$ cat src/rtl/debug_uart_tx.sv
// Serialises a 32-bit debug word as eight uppercase ASCII hex digits plus CR LF over 8N1 UART.
// Sends on an explicit request, or automatically when the word differs from the last one sent.
module debug_uart_tx #(
    parameter int CLKS_PER_BIT = 434,
    parameter int CNT_W        = 16
) (
    input  logic        clk,
    input  logic        rst,
    input  logic [31:0] data,
    input  logic        send,
    input  logic        auto_en,
    output logic        tx,
    output logic        busy,
    output logic        done,
    output logic [1:0]  state_dbg
);

    typedef enum logic [1:0] {
        IDLE  = 2'd0,
        START = 2'd1,
        DATA  = 2'd2,
        STOP  = 2'd3
    } state_t;

    state_t           state, state_nxt;
    logic [CNT_W-1:0] baud_cnt, baud_nxt;
    logic [2:0]       bit_idx, bit_nxt;
    logic [3:0]       char_idx, char_nxt;
    logic [31:0]      shadow, shadow_nxt;
    logic [31:0]      last_sent, last_nxt;
    logic             tx_nxt, done_nxt;
    logic             baud_last;
    logic             trigger;
    logic [3:0]       nibble;
    logic [7:0]       char_byte;

    // Handshake: send is a single-cycle request, only honoured in IDLE; requests
    // while busy are dropped, never queued. done pulses for one cycle per frame.
    assign baud_last = (baud_cnt == CNT_W'(CLKS_PER_BIT - 1));
    assign trigger   = send | (auto_en & (data != last_sent));
    assign busy      = (state != IDLE);
    assign state_dbg = state;

    always_comb begin
        nibble = 4'h0;
        case (char_idx)
            4'd0:    nibble = shadow[31:28];
            4'd1:    nibble = shadow[27:24];
            4'd2:    nibble = shadow[23:20];
            4'd3:    nibble = shadow[19:16];
            4'd4:    nibble = shadow[15:12];
            4'd5:    nibble = shadow[11:8];
            4'd6:    nibble = shadow[7:4];
            4'd7:    nibble = shadow[3:0];
            default: nibble = 4'h0;
        endcase
    end

    // 0x37 + n maps 10..15 onto 'A'..'F'
    always_comb begin
        char_byte = 8'h00;
        if (char_idx == 4'd8)
            char_byte = 8'h0D;
        else if (char_idx == 4'd9)
            char_byte = 8'h0A;
        else if (nibble <= 4'd9)
            char_byte = 8'h30 + {4'h0, nibble};
        else
            char_byte = 8'h37 + {4'h0, nibble};
    end

    always_comb begin
        state_nxt  = state;
        baud_nxt   = baud_cnt + CNT_W'(1);
        bit_nxt    = bit_idx;
        char_nxt   = char_idx;
        shadow_nxt = shadow;
        last_nxt   = last_sent;
        tx_nxt     = 1'b1;
        done_nxt   = 1'b0;
        case (state)
            IDLE: begin
                baud_nxt = '0;
                if (trigger) begin
                    state_nxt  = START;
                    shadow_nxt = data;
                    last_nxt   = data;
                    char_nxt   = 4'd0;
                    bit_nxt    = 3'd0;
                end
            end
            START: begin
                tx_nxt = 1'b0;
                if (baud_last) begin
                    state_nxt = DATA;
                    baud_nxt  = '0;
                    bit_nxt   = 3'd0;
                end
            end
            DATA: begin
                tx_nxt = char_byte[bit_idx];
                if (baud_last) begin
                    baud_nxt = '0;
                    if (bit_idx == 3'd7)
                        state_nxt = STOP;
                    else
                        bit_nxt = bit_idx + 3'd1;
                end
            end
            STOP: begin
                tx_nxt = 1'b1;
                if (baud_last) begin
                    baud_nxt = '0;
                    if (char_idx == 4'd9) begin
                        state_nxt = IDLE;
                        char_nxt  = 4'd0;
                        done_nxt  = 1'b1;
                    end else begin
                        state_nxt = START;
                        char_nxt  = char_idx + 4'd1;
                    end
                end
            end
            default: state_nxt = IDLE;
        endcase
    end

    // tx is registered from the current state, so the line lags the FSM by one cycle
    always_ff @(posedge clk or negedge rst) begin
        if (!rst) begin
            state     <= IDLE;
            baud_cnt  <= '0;
            bit_idx   <= 3'd0;
            char_idx  <= 4'd0;
            shadow    <= 32'h0;
            last_sent <= 32'h0;
            tx        <= 1'b1;
            done      <= 1'b0;
        end else begin
            state     <= state_nxt;
            baud_cnt  <= baud_nxt;
            bit_idx   <= bit_nxt;
            char_idx  <= char_nxt;
            shadow    <= shadow_nxt;
            last_sent <= last_nxt;
            tx        <= tx_nxt;
            done      <= done_nxt;
        end
    end

endmodule
$ cat config.mk
export PLATFORM = sky130hd
export DESIGN_NAME = debug_uart_tx
export DESIGN_NICKNAME = d
export VERILOG_FILES = /design/src/rtl/debug_uart_tx.sv
export SDC_FILE = /design/constraint.sdc
export NUM_CORES = 1
export LEC_CHECK = 0
export CAP_MARGIN = 15
export CORE_UTILIZATION = 40
export CTS_CLUSTER_DIAMETER = 50
export DETAILED_ROUTE_END_ITERATION = 7
export GPL_TIMING_DRIVEN = 1
export PLACE_DENSITY = 0.56
export RECOVER_POWER = 50
export SLEW_MARGIN = 15
export SYNTH_ARGS = -nofsm -noshare
export SYNTH_HDL_FRONTEND = slang
export SYNTH_SLANG_ARGS = --single-unit
$ cat constraint.sdc
create_clock -name clk -period 5.54 [get_ports clk]
set_clock_uncertainty 0.1 [all_clocks]
set_input_delay 1.108 -clock clk [delete_from_list [all_inputs] [get_ports clk]]
set_output_delay 1.108 -clock clk [all_outputs]
set_load 0.1 [all_outputs]
==> flow_metrics.py <==
metrics = {
    "clocking": {
        "cts_resized": 0,
        "htree_levels": 3,
        "tritoncts": "yes",
        "cts_buffer_depth": 2,
        "cts_root_buffer": "clkbuf_8",
        "numCtsBuffers": 9,
        "clkLatencyLatePin_ns": 0.33,
        "clkTransAtPathRegs_ns": 0.07,
        "cts_sinks": 59,
        "postCtsSetupRepairBufs": 0,
        "hold_buffers": 0,
    },
    "routing": {
        "wl_um": 7110,
        "via_per_inst": 5.26,
        "wire_per_inst_um": 14.9,
        "drc": 0,
        "vias": 2513,
        "drt_pass1_iterations": 4,
        "initialDrtViolationCount": 107,
        "drtAntennaViolNets": 0,
    },
    "synthesis": {
        "netlist_instances": 328,
        "synth_ff_type": "dfrtp_1",
        "synth.cell_area_sq_um": 3520,
        "synth-seq-cells": 59,
        "synth_edf_count": 0,
        "syn_nets": 375,
        "synth-async-reset-ratio_pct": 100,
        "yosysWarningCount": 0,
        "yosysSeqAreaShare_pct": 42.0,
        "syn_avg_cell_area_sq_um": 10.7,
        "ys_types": 57,
    },
    "grt": {
        "grt_max_degree": 60,
        "grt.overflow.total": 0,
        "antenna_found_initial": 0,
        "grt_usage_pct": 17.6,
        "grt_pass1_wl_um": 12000,
        "grt_pass1_vias": 2503,
    },
    "sta": {
        "setup_viol": 0,
        "drv_slew": 60,
        "fmax_ghz": 0.262,
        "slew_headroom_pct": -112,
        "grt_setup_unrepaired": "no",
        "post-route-min-period_ns": 3.81,
        "hold_viol": 0,
        "worst_pin_slew_ns": 3.18,
        "fin_crit_sh_pct": 68.8,
        "setup_tns_ns": 0,
    },
    "setup_path": {
        "crit_path_end_kind": "asynchronous set/reset pin",
        "cp_num_buf_inv": 2,
        "cp_slowest_cell": "clkbuf_1",
        "cp.arrival_ns": 3.45,
        "max_stage_delay_ns": 2.24,
        "path_max_fanout": 59,
        "path_delay_family": "buffers and inverters",
        "crit_chain": "buf_2 -> clkbuf_1",
        "criticalPathCategory": "in -> async",
        "cp-start-kind": "primary input",
        "required_ns": 5.17,
    },
    "final_layout": {
        "num-nets-final": 416,
        "post-route-util_pct": 50.2,
        "antenna_cells": 0,
        "syn_to_final_growth_pct": 19.6,
        "drive_gt1_share_pct": 15.5,
    },
    "die": {
        "initial_core_util_pct": 42.0,
        "die_area_sq_um": 9180,
        "die_w_um": 95.8,
        "io_pins": 41,
        "core_area_sq_um": 8380,
        "fp.dieH_um": 95.8,
        "rows": 33,
    },
    "min_path": {
        "min_path_type": "reg -> reg",
    },
    "power_and_ir_drop": {
        "ir_worst_vdd_v": 0.000172,
        "pwr_density_cell_nw_per_um2": 221,
        "leakage_nw": 1.83,
    },
    "placed_design": {
        "io_buffers": 40,
        "place.gp.congestion": 0.798,
        "dpl.hpwl_um": 5110,
    },
    "run_status": {
        "failed_checks": "capacitance limit, slew limit",
        "status": "finished with violations",
    },
    "run": {
        "max_cap_viol_count": 1,
    },
}
==> flip-flops by register name, indices dropped and copies added, names as in the netlist <==
register	flops
state_dbg	2
char_idx	4
tx	1
baud_cnt	16
done	1
last_sent	32
bit_idx	3
==> where the power goes <==
part	internal (mW)	switching, mW	total [mW]
clock	0.275	0.173	0.448
combinational	0.0301	0.0215	0.0516
sequential	0.431	0	0.431
total	0.736	0.194	0.931
==> metrics by stage <==
step | instances | cell area [sq um] | total power [mW] | setup WS, ns | hold slack (ns)
floorplan | 328 | 3520 | 0.451 | 2.20 | 0.381
global route | 478 | 4210 | 0.968 | 0.873 | 0.445
detailed placement | 463 | 3990 | 0.493 | 1.70 | 0.414
global placement | 463 | 3990 | 0.492 | 1.70 | 0.410
CTS | 478 | 4220 | 0.946 | 1.80 | 0.424
finish | 478 | 4210 | 0.931 | 1.73 | 0.417
==> cell usage after synthesis (2+ instances only) <==
library cell | number | share of area [%]
nand4_1 | 15 | 2.7
nand4b_1 | 2 | 0.50
inv_2 | 2 | 0.21
and2_1 | 2 | 0.36
o211ai_1 | 2 | 0.43
nand2b_1 | 2 | 0.36
nor2_1 | 30 | 3.2
mux2_2 | 29 | 9.3
o31ai_1 | 2 | 0.43
xnor2_1 | 40 | 10
nand2_1 | 19 | 2.0
nor4_1 | 5 | 0.89
a221oi_1 | 2 | 0.50
clkbuf_1 | 3 | 0.32
a21oi_1 | 8 | 1.1
buf_4 | 4 | 0.85
xor2_1 | 8 | 2.0
nor3_1 | 2 | 0.28
nand3_1 | 10 | 1.4
dfrtp_1 | 58 | 41
inv_1 | 13 | 1.4
o21ai_0 | 4 | 0.57
mux2_1 | 8 | 2.6
mux2i_1 | 9 | 2.6
a22o_1 | 2 | 0.50
ha_1 | 11 | 3.9
buf_2 | 4 | 0.57
a211oi_1 | 3 | 0.64
==> worst paths after layout <==
kind                            depth (start not counted)  slack [ns]            end         start
worst max-delay path                                    2        1.73   state_dbg[0]           rst
worst min-delay path                                    1        0.42    baud_cnt[0]   baud_cnt[0]
worst max register to register                         12        2.37             tx   char_idx[2]
worst min register to register                          1        0.42    baud_cnt[0]   baud_cnt[0]
max in group clk                                        4        1.84           busy  state_dbg[0]
min in group asynchronous                               2        1.83  last_sent[13]           rst
==> layout make-up <==
cell class	count	area [sq um]
clock buffer	11	151
multi-input combinational	242	1910
clock inverter	4	73.8
timing repair buffer	42	407
inverter	15	56.3
tap	105	131
sequential	59	1480
fill	782	4170
==> cells by family after synthesis <==
group | Yosys count | share of synthesized area, %
simple gates | 96 | 13.7
flops | 59 | 42.0
mux | 49 | 16.2
xor+xnor | 48 | 11.9
compound gates | 38 | 8.60
buf+inv | 27 | 3.66
fa+ha+maj | 11 | 3.91
==> cell usage in the layout (no fill, tap or decap), types with 3 or more instances in the layout <==
master           instances
dfrtp_1                 58
xnor2_1                 40
clkdlybuf4s50_1         39
nor2_1                  30
mux2_2                  29
nand2_1                 19
nand4_1                 15
inv_1                   13
ha_1                    11
clkbuf_8                11
nand3_1                 10
mux2i_1                  9
a21oi_1                  8
mux2_1                   8
xor2_1                   8
nor4_1                   5
o21ai_0                  4
a211oi_1                 3
==> routing by layer <==
| layer | vias up | share of wire [%] | track usage [%] |
|---|---|---|---|
| li1 | 1243 | - | - |
| met2 | 47 | 47 | 28.1 |
| met4 | 0 | 1.5 | 5.97 |
| met3 | 8 | 3.9 | 4.03 |
| met1 | 1215 | 47 | 23.6 |
| met5 | - | 0 | 0 |
(Power assumes the default switching activity.)
